`config.mk`:
```
export PLATFORM = sky130hd
export DESIGN_NAME = cpu_mode_ctrl
export DESIGN_NICKNAME = d
export VERILOG_FILES = /design/src/rtl/cpu_mode_ctrl.sv
export SDC_FILE = /design/constraint.sdc
export NUM_CORES = 1
export LEC_CHECK = 0
export BUFFER_PORTS_ARGS = -buffer_cell sky130_fd_sc_hd__buf_2
export CORE_AREA = 2 2 65 67
export DETAILED_ROUTE_END_ITERATION = 12
export DIE_AREA = 0 0 67 69
export GPL_TIMING_DRIVEN = 0
export SYNTH_ARGS = -nofsm -noshare
export SYNTH_HDL_FRONTEND = slang
export SYNTH_SLANG_ARGS = --single-unit
```
`constraint.sdc`:
```
create_clock -name sysclk -period 2.1 [get_ports sysclk]
set_clock_uncertainty 0.15 [all_clocks]
set_input_delay 0 -clock sysclk [delete_from_list [all_inputs] [get_ports sysclk]]
set_output_delay 0 -clock sysclk [all_outputs]
set_load 0.01 [all_outputs]
```
`src/rtl/cpu_mode_ctrl.sv`:
```
// CPU clock-mode controller: stalls the CPU, waits for it to go idle,
// flips cmode, holds for a settle time, then releases the CPU.
module cpu_mode_ctrl #(
    parameter int   SETTLE_CYCLES  = 8,
    parameter int   TIMEOUT_CYCLES = 64,
    parameter logic RESET_MODE     = 1'b0
) (
    input  logic       sysclk,
    input  logic       rst,
    input  logic       req_valid,
    input  logic       req_mode,
    output logic       req_ready,
    input  logic       cpu_idle,
    output logic       cpu_hold,
    output logic       cmode,
    output logic       busy,
    output logic       done,
    output logic       err_timeout,
    output logic [7:0] sw_count
);

    typedef enum logic [2:0] {
        IDLE,
        DRAIN,
        SWITCH,
        RELEASE,
        FAIL
    } state_t;

    localparam logic [9:0] TO_LAST = 10'(TIMEOUT_CYCLES);
    localparam logic [7:0] ST_LAST = 8'(SETTLE_CYCLES - 1);

    state_t     state;
    logic [9:0] wcnt;
    logic [7:0] scnt;
    logic       mode_q;
    logic       noop_q;
    logic       hs;

    assign hs = req_valid & req_ready;

    always_ff @(posedge sysclk or posedge rst) begin
        if (rst) begin
            state    <= IDLE;
            wcnt     <= '0;
            scnt     <= '0;
            mode_q   <= RESET_MODE;
            noop_q   <= 1'b0;
            cmode    <= RESET_MODE;
            sw_count <= '0;
        end else begin
            noop_q <= 1'b0;
            unique case (state)
                IDLE: begin
                    if (hs) begin
                        mode_q <= req_mode;
                        if (req_mode == cmode) begin
                            noop_q <= 1'b1;
                        end else begin
                            state <= DRAIN;
                            wcnt  <= 10'd1;
                        end
                    end
                end
                // cpu_idle wins over the timeout in the last wait cycle
                DRAIN: begin
                    if (cpu_idle) begin
                        state <= SWITCH;
                        cmode <= mode_q;
                        wcnt  <= '0;
                        scnt  <= '0;
                    end else if (wcnt == TO_LAST) begin
                        state <= FAIL;
                        wcnt  <= '0;
                    end else begin
                        wcnt <= wcnt + 10'd1;
                    end
                end
                SWITCH: begin
                    if (scnt == ST_LAST) begin
                        state <= RELEASE;
                        scnt  <= '0;
                    end else begin
                        scnt <= scnt + 8'd1;
                    end
                end
                RELEASE: begin
                    state    <= IDLE;
                    sw_count <= sw_count + 8'd1;
                end
                FAIL: begin
                    state <= IDLE;
                end
                default: begin
                    state <= IDLE;
                end
            endcase
        end
    end

    assign req_ready   = (state == IDLE);
    assign busy        = (state != IDLE);
    assign cpu_hold    = (state == DRAIN) || (state == SWITCH);
    assign done        = (state == RELEASE) || noop_q;
    assign err_timeout = (state == FAIL);

endmodule

```
# == Yosys cells after proc, flatten, opt, wreduce, memory -nomap -nowiden ==
# Index checks and enable logic that the tools add are counted.
# op_classes
n_bitwise,1
n_addsub,3
mux,17
eq_ne,12
n_reduce_logical,11
# ops
cell,n
$mux W10,4
$pmux W10 S2,1
$add A8 B1 Y8 const B,2
$mux W8,2
$pmux W8 S2,1
$mux W3,5
$add A10 B1 Y10 const B,1
$eq A10 B7 Y1 const B,1
$pmux W3 S3,1
$eq A8 B3 Y1 const B,1
$eq A3 B2 Y1 const B,2
$ne A2 B2 Y1 const B,3
$reduce_and A2 Y1,3
$reduce_and A4 Y1,1
$reduce_bool A2 Y1,2
$eq A3 B1 Y1 const B,1
$eq A3 B3 Y1 const B,1
$logic_not A3 Y1,1
$mux W1,3
$ne A3 B3 Y1 const B,1
$reduce_and A3 Y1,1
$reduce_bool A3 Y1,1
$logic_or A1 B1 Y1,2
$ne A2 B1 Y1 const B,1
2 further kinds,2
# totals
inputBits,5
word_cells,51
reg_bits,32

# == Longest topological paths before layout ==
# Gate-level depths: netlist of the first run.
# depth
ltp_word,4
mapped_depth,7

# == Worst setup path before layout of the first run ==
# Ideal clock, no wire load.
# synth_timing
path_kind,flip-flop to flip-flop
from,reg state[1]
to,reg state[0]
setup_slack_ns,0.259
t_arrival_ns,1.573
stages_incl_launch_ff,7
setup_ns,0.118
cell_sequence,dfrtp_1 > clkbuf_1 > nor3_1 > inv_1 > a21oi_1 > nor2_1 > a21o_1
# synth_between
elab_chain_len,4
elab_cells_between_ends,10
classes_between,6 x eq/ne; 1 x mux; 1 x bitwise; 2 x reduce/logical
# synth_rtl
element,line,rtl
start: declaration,33,state_t state;
start signal: assignment,44,state <= IDLE;
start signal: assignment,60,state <= DRAIN;
start signal: assignment,68,state <= SWITCH;
$logic_not A3 Y1 (*),101,assign req_ready = (state == IDLE);
net req_ready,12,"output logic req_ready,"
$and A1 B1 Y1,40,assign hs = req_valid & req_ready;
$ne A2 B1 Y1 (no line),--,
$reduce_and A4 Y1 (no line),--,
# The timed path passes the listed nets; every way through them passes the cells marked *.
# A chain may end at the register's enable or synchronous reset.

# == Final worst setup path of the first run ==
# layout_timing
from,reg state[0]
to,reg scnt[6]
# layout_between
elab_chain_len,3
elab_cells_between_ends,6
classes_between,3 x eq/ne; 1 x mux; 2 x reduce/logical
# layout_rtl
element,line,rtl
$eq A3 B1 Y1 or $eq A3 B2 Y1 (tied branches),53,unique case (state)
$ne A2 B2 Y1 (no line) or $reduce_bool A2 Y1 (tied branches),--,
$reduce_and A2 Y1 (no line),--,
end signal: assignment,84,scnt <= scnt + 8'd1;
end: declaration,35,logic [7:0] scnt;
# Parallel ways exist; a longest one is shown, timed or not.

==> results.cfg, run 1 <==
[cts]
cts_buffers = 5
tritoncts = built
clk_pin_slew_worst_paths_ns = 0.07
clkLatencyLatePin_ns = 0.28
cts_root_buf = clkbuf_8
cts_num_sinks = 32
clk_path_buf_depth = 2
post_cts_buffers = 0
htree_levels = 2

[sta]
whs_ns = 0.1369
slew_headroom_pct = 51.96
worst_pin_slew_ns = 0.7161
grt_setup_unrepaired = no
period_share_pct = 92.95
finalHoldViolations = 0
post-route-min-period_ns = 1.952
fin_tns_setup_ns = 0
fmax_mhz = 512.3
final_max_slew_viol_count = 0
setup_slack_ns = 0.1481
setup_violations = 0

[setup_path]
critPathLaunchType = flip-flop
rrSetupSlack_ns = 0.15
worstSetupPathType = flip-flop to flip-flop
cp.required_ns = 2.14
startpoint = state[0]
endpoint = scnt[6]
crit_path_end_kind = flip-flop
ff2ff_path_depth = 4
timing.rr.end = scnt[6]
crit_arrival_ns = 1.99
reg2reg_from = state[0]
worst-path-max-fanout = 10

[cells_and_area]
finish.instance_area_sq_mm = 0.002022
syn2layout_area_growth_pct = 18.22
fin_nets = 211
fin_cells = 253
antenna_cells = 0
fillers = 385
seqCellArea_sq_um = 800.8
final_core_util_pct = 51.66
drive_gt1_share_pct = 18.23
multi_input_area_sq_um = 869.6

[route]
postRouteAntennaNets = 0
dr.pass1.iters = 4
wl_um = 3696
drc = 0
wire_per_inst_um = 14.61
routed_via_density = 5.609
via_count = 1419
first_iter_violations = 76

[logic_synthesis]
synthTopCellsByArea = dfrtp_1 (47%), nand3_1 (3.2%), xnor2_1 (3.1%)
ys_types = 44
synth_edf_count = 0
synth.most_common_cell = dfrtp_1
synth-main-ff-cell = dfrtp_1
async_flop_share_pct = 100.0
syn_area_sq_mm = 0.001710
yosysTopAreaCell = dfrtp_1
netlist_top_cells_count = dfrtp_1 (32), nor2_1 (12), nand2_1 (11), nand3_1 (11), a21oi_1 (9)
syn-num-nets = 181
synth.yosys.seq_area_share_pct = 46.82
syn_inst = 172
yosys.area.top_type_share_pct = 46.82
yosysWarnings = 0
ys_seq_elements = 32
synth_area_per_cell_sq_um = 9.944

[power]
ir_worst_vdd_mv = 0.2380
cellPowerDensity_mw_per_mm2 = 568.4
power.total_mw = 1.149
p_leak_nw = 0.9549

[floorplan]
start_util_pct = 43.70
coreArea_sq_mm = 0.003914
die-area_sq_mm = 0.004623
rows = 23
die_w_um = 67
die_h_um = 69
io_pins = 19

[global_route]
grt_pass1_vias = 1347
grt_start_max_net_pins = 33
antenna_found_initial = 0
grt_overflow_total = 0
grt_pass1_wl_um = 6354
gr-usage-all-layers_pct = 17.67

[placed_design]
place_inst = 240
place_congestion = 0.7918
hpwl_um = 2587
place_ws_ns = 0.1066
place_area_sq_mm = 0.001863
port_buffers = 18

[run_status]
outcome = finished, final reports clean

[job]
cap_violations = 0

[worst_hold_path]
hold_class = input port to async pin
==> sequential cells by signal, indices dropped and copies added (netlist names) <==
register	cells
cmode	1
mode_q	1
noop_q	1
scnt	8
state	3
sw_count	8
wcnt	10
==> placed cells by master, fill, tap and decap left out, drive strengths merged, types with 2 or more instances in the layout <==
| cell type | count |
|---|---|
| a21oi | 10 |
| nor4 | 3 |
| nor3 | 5 |
| nand3 | 11 |
| nand2b | 6 |
| nor2 | 12 |
| a31oi | 6 |
| nor3b | 2 |
| and3 | 2 |
| clkbuf | 12 |
| xor2 | 5 |
| nor2b | 2 |
| nand3b | 2 |
| buf | 21 |
| and2 | 2 |
| ha | 4 |
| inv | 5 |
| o2bb2ai | 2 |
| nand2 | 11 |
| o21ai | 9 |
| xnor2 | 6 |
| nand4 | 3 |
| a211oi | 2 |
| dfrtp | 32 |
| dlygate4sd3 | 4 |
| mux2 | 4 |
| a21o | 3 |
| a22o | 3 |
==> per-layer routing <==
metal,track usage (%),routed length (um),up-vias
met4,6.122,52,0
met5,0,0,-
met1,23.76,1731,687
met3,4.894,173,6
li1,-,-,689
met2,27.06,1738,37
==> power breakdown <==
group,switching (mW),internal [mW]
clock network,0.221,0.267
logic,0.0231,0.0168
registers,0.00270,0.619
==> critical path: stages, from the launching register on <==
cell      delay [ns]
dfrtp_1         0.42
or3b_2          0.55
a21oi_2         0.39
nor2_1          0.13
o211ai_1        0.22
==> worst min-delay path by stage <==
stage | end | slack [ns] | cells after the start
2_1_floorplan | cmode | -0.03 | 1
3_3_place_gp | mode_q | 0.11 | 2
6_report | wcnt[2] | 0.14 | 3
3_5_place_dp | mode_q | 0.12 | 2
4_1_cts | sw_count[7] | 0.34 | 1
5_1_grt | wcnt[2] | 0.19 | 3
==> logic make-up (layout without fill, tap and decap cells) <==
kind of cell / after synthesis / count (layout) / share of synthesized area, %
buffers and inverters: 12 / 43 / 3.145
adders and majority gates: 4 / 4 / 2.926
DFF: 32 / 32 / 46.82
muxes: 4 / 4 / 2.633
xor gates and xnor gates: 11 / 11 / 5.633
and+or+nand+nor: 66 / 66 / 21.29
AOI/OAI and AO/OA: 43 / 43 / 17.56
==> layout make-up <==
cell class / count / share of cell area, %
multi-input cells: 128 / 43.01
flip-flops and latches: 32 / 39.60
repair buffers: 23 / 7.178
clock buffers: 8 / 4.455
well taps: 50 / 3.094
plain buffers: 6 / 1.547
inverters: 6 / 1.114
==> repair_timing <==
item	in CTS	in global routing
hold endpoints to repair	37	0
hold buffers	4	0
endpoints found under the setup margin	0	2
gates resized for setup	0	2
(Power assumes the default switching activity.)
==> run 2, diff against run 1 <==
- CTS_BUF_LIST: not set -> sky130_fd_sc_hd__clkbuf_2
- MAX_ROUTING_LAYER: not set -> met4
==> run 2 against run 1 <==
- power fell by 16%
- sequential power about the same
- global-route usage grew 0.76 points
- critical path type unchanged
==> results.cfg, run 2 (synthesized netlist as in run 1, its figures left out) <==
[sta]
fmax_mhz = 505.0
whs_ns = 0.005907
post-route-min-period_ns = 1.980
finalHoldViolations = 0
setup_slack_ns = 0.1198
worst_pin_slew_ns = 0.7088
period_share_pct = 94.30
slew_headroom_pct = 52.46
final_max_slew_viol_count = 0
fin_tns_setup_ns = 0
setup_violations = 0
grt_setup_unrepaired = no

[setup_path]
crit_arrival_ns = 2.14
crit_path_end_kind = flip-flop
cp.required_ns = 2.26
worst-path-max-fanout = 10
critPathLaunchType = flip-flop
worstSetupPathType = flip-flop to flip-flop

[cells_and_area]
top_register = wcnt
finish.instance_area_sq_mm = 0.001971
fin_cells = 253
fillers = 392
final_cell_mix = dfrtp_1 (32), buf_2 (19), nor2_1 (12)
largest_register_ffs = 10
syn2layout_area_growth_pct = 15.22
antenna_cells = 0
drive_gt1_share_pct = 18.72
final_core_util_pct = 50.35
top_regs = wcnt x10, scnt x8, sw_count x8
seqCellArea_sq_um = 800.8
multi_input_area_sq_um = 869.6
final_common_cell = dfrtp_1
fin_nets = 211

[placed_design]
place_inst = 240
place_congestion = 0.8030
place_area_sq_mm = 0.001863
hpwl_um = 2587
place_ws_ns = 0.1066
port_buffers = 18

[floorplan]
start_util_pct = 43.70
die_h_um = 69
rows = 23
coreArea_sq_mm = 0.003914
die-area_sq_mm = 0.004623
io_pins = 19
die_w_um = 67

[global_route]
grt_pass1_vias = 1374
grt_start_max_net_pins = 33
grt_overflow_total = 0
antenna_found_initial = 0
gr-usage-all-layers_pct = 18.43
grt_pass1_wl_um = 6417

[power]
share_seq_of_total_power_pct = 64.3
ir_worst_vdd_mv = 0.1944
p_switching_mw = 0.2419
p_leak_nw = 0.9401
power.share.switching_pct = 25.03
clkPwrFrac_pct = 31.6
power.total_mw = 0.9665
internal-power_mw = 0.7246
cellPowerDensity_mw_per_mm2 = 490.4
power_frac_comb_pct = 4.1

[cts]
htree_levels = 2
cts_buffers = 5
cts_root_buf = clkbuf_2
tritoncts = built
cts_num_sinks = 32
clk_path_buf_depth = 2
clkLatencyLatePin_ns = 0.38
clk_pin_slew_worst_paths_ns = 0.18

[route]
postRouteAntennaNets = 0
dr.pass1.iters = 5
drc = 0
via_count = 1435
wl_um = 3747
routed_via_density = 5.672
first_iter_violations = 102
wire_per_inst_um = 14.81

[worst_hold_path]
hold_class = input port to async pin

[run_status]
outcome = finished, final reports clean

[job]
cap_violations = 0
run 2: power by group through the flow:
stage	Sequential [mW]	Combinational [mW]	Clock (mW)
final	0.621	0.0398	0.305
after global routing	0.622	0.0457	0.344
after CTS	0.622	0.0373	0.315
after detailed placement	0.633	0.0314	0
after global placement	0.633	0.0301	0
after floorplan	0.632	0.0203	0
run 2: what timing repair did:
item                       CTS  global route
resized for setup            0             2
setup buffers                0             0
hold endpoints to repair    43             0
hold buffers                 4             0
setup endpoints to repair    0             3
run 2: worst max-delay path, cell delays in order (launching register included):
cell	delay (ns)
dfrtp_1	0.46
or3b_2	0.55
a21oi_2	0.39
nor2_1	0.14
o211ai_1	0.22
run 2: cell type report:
type / count / area share (%)
plain buffers: 6 / 1.587
clock buffers: 7 / 1.778
clock inverters: 1 / 0.1905
inverters: 6 / 1.143
multi-input cells: 128 / 44.13
flip-flops and latches: 32 / 40.63
well taps: 50 / 3.175
repair buffers: 23 / 7.365
run 2: worst paths after layout:
path	from	end	slack [ns]	cells after the start
max	state[0]	scnt[6]	0.12	4
min	rst	scnt[5]	0.006	3
max reg2reg	state[0]	scnt[6]	0.12	4
min reg2reg	sw_count[7]	sw_count[7]	0.34	1
max in group asynchronous	rst	cmode	1.30	4
min in group sysclk	req_mode	mode_q	0.29	3
run 2: layer usage:
layer	vias up	wire length [um]	GRT usage [%]
met5	-	0	-
met4	0	38	8.844
met3	4	155	3.426
met2	35	1822	27.28
met1	709	1730	24.08
li1	687	-	-
==> run 3, diff against run 2 <==
--- a/config.mk
+++ b/config.mk
@@ -8,6 +8,6 @@
 export BUFFER_PORTS_ARGS = -buffer_cell sky130_fd_sc_hd__buf_2
-export CORE_AREA = 2 2 65 67
+export CORE_AREA = 2 2 56 78
 export CTS_BUF_LIST = sky130_fd_sc_hd__clkbuf_2
 export DETAILED_ROUTE_END_ITERATION = 12
-export DIE_AREA = 0 0 67 69
+export DIE_AREA = 0 0 58 80
 export GPL_TIMING_DRIVEN = 0
==> constraint.sdc (replaced) <==
create_clock -name sysclk -period 2.1 [get_ports sysclk]
set_clock_uncertainty 0.15 [all_clocks]
set_input_delay 0.105 -clock sysclk [delete_from_list [all_inputs] [get_ports sysclk]]
set_output_delay 0.105 -clock sysclk [all_outputs]
set_load 0.01 [all_outputs]
==> run 3 against run 2 <==
- sequential share of layout area is 0.81 points lower
- maximum frequency is 0.26% higher
- cell count fell by 2.4%
- via count decreased by 3.1%
- sequential power barely moved
- clock power rose by 38%
- worst hold slack improved by 0.22 ns
- non-clock buffer count grew 1
- setup slack better by 0.0051 ns
- critical endpoint is now wcnt[5]
- highest routed layer unchanged
==> results.cfg, run 3 (synthesized netlist as in run 1, its figures left out) <==
[cells_and_area]
final_cell_mix = dfrtp_1 (32), buf_2 (19), nor2_1 (12)
fin_nets = 212
largest_register_ffs = 10
antenna_cells = 0
top_register = wcnt
final_common_cell = dfrtp_1
fillers = 363
top_regs = wcnt x10, scnt x8, sw_count x8
drive_gt1_share_pct = 19.12
syn2layout_area_growth_pct = 17.56
finish.instance_area_sq_mm = 0.002011

[cts]
cts_root_buf = clkbuf_2
clkLatencyLatePin_ns = 0.38
cts_buffers = 5
clk_pin_slew_worst_paths_ns = 0.18
tritoncts = built
clk_path_buf_depth = 2
htree_levels = 2
post_cts_buffers = 0
cts_num_sinks = 32

[sta]
fmax_mhz = 506.3
grt_setup_unrepaired = yes
slew_headroom_pct = 49.60
period_share_pct = 94.05
final_max_slew_viol_count = 0
fin_tns_setup_ns = 0
post-route-min-period_ns = 1.975
setup_slack_ns = 0.1249
worst_pin_slew_ns = 0.7481
finalHoldViolations = 0
setup_violations = 0

[route]
first_iter_violations = 46
drc = 0
wire_per_inst_um = 14.41
via_count = 1391
postRouteAntennaNets = 0
wl_um = 3560
dr.pass1.iters = 4
routed_via_density = 5.632

[placed_design]
place_ws_ns = 0.1105
place_area_sq_mm = 0.001854
port_buffers = 18
hpwl_um = 2535
place_congestion = 0.7502

[power]
cellPowerDensity_mw_per_mm2 = 539.7
ir_worst_vdd_mv = 0.4589
power.total_mw = 1.085
p_leak_nw = 0.9696

[floorplan]
start_util_pct = 43.65
die_w_um = 58
die-area_sq_mm = 0.004640
die_h_um = 80
rows = 27
coreArea_sq_mm = 0.003919
io_pins = 19

[setup_path]
crit_arrival_ns = 2.12
crit_path_end_kind = flip-flop
rrSetupSlack_ns = 0.12
timing.rr.end = wcnt[5]
reg2reg_from = state[1]
ff2ff_path_depth = 5
worstSetupPathType = flip-flop to flip-flop
cp.required_ns = 2.24
critPathLaunchType = flip-flop
worst-path-max-fanout = 10

[run_status]
outcome = finished, final reports clean

[global_route]
grt_start_max_net_pins = 33
gr-usage-all-layers_pct = 17.68
antenna_found_initial = 0
grt_overflow_total = 0
grt_pass1_vias = 1381
grt_pass1_wl_um = 6085

[job]
cap_violations = 0

[worst_hold_path]
hold_class = input port to async pin
==> run 3: power breakdown <==
| part | internal, mW | total (mW) | leakage (nW) | switching [mW] |
|---|---|---|---|---|
| registers | 0.619 | 0.621 | 0.403 | 0.00274 |
| logic | 0.0194 | 0.0428 | 0.524 | 0.0234 |
| clock network | 0.205 | 0.421 | 0.0430 | 0.216 |
==> run 3: final cells by class <==
type / instances / area (sq um) / area share (%)
Multi-Input combinational cell: 128 / 869.6 / 43.25
Sequential cell: 32 / 800.8 / 39.83
Timing Repair Buffer: 24 / 167.7 / 8.339
Tap cell: 43 / 53.80 / 2.676
Clock inverter: 2 / 35.03 / 1.742
Buffer: 6 / 31.28 / 1.556
Clock buffer: 6 / 30.03 / 1.493
Inverter: 6 / 22.52 / 1.120
==> run 3: layer usage <==
| metal | up-vias | global-route usage [%] | part of all wire [%] |
|---|---|---|---|
| met5 | - | - | 0 |
| met4 | 0 | 8.140 | 1.7 |
| met3 | 7 | 2.917 | 2.3 |
| met2 | 12 | 31.48 | 55 |
| met1 | 679 | 18.77 | 41 |
| li1 | 693 | - | - |
==> run 3: per-stage QoR <==
step	utilization, %	hold slack, ns	std cells
finish	51.31	0.2271	247
global route	51.31	0.2754	247
CTS	50.26	0.3388	246
detailed placement	47.32	0.2214	233
global placement	47.32	0.2166	233
floorplan	-	0.07120	172
==> run 3: critical path, stage by stage (launching register included) <==
cell     delay [ns]
dfrtp_1        0.42
or4b_4         0.58
a31oi_4        0.31
buf_6          0.19
o21ai_1        0.07
a31oi_1        0.16
==> run 3: repair_timing <==
| item | in CTS | in global routing |
|---|---|---|
| hold buffers | 5 | 0 |
| setup endpoints to repair | 0 | 7 |
| endpoints found under the hold margin | 37 | 0 |
| resized for setup | 0 | 2 |
==> run 3: worst max path at each step <==
stage                     startpoint  slack [ns]       end
final                       state[1]        0.12   wcnt[5]
after global routing        state[1]       0.002      done
after CTS                    wcnt[0]        0.09   wcnt[8]
after detailed placement     wcnt[0]        0.11   scnt[6]
after global placement       wcnt[0]        0.13   scnt[6]
after floorplan             state[1]        0.26  state[0]
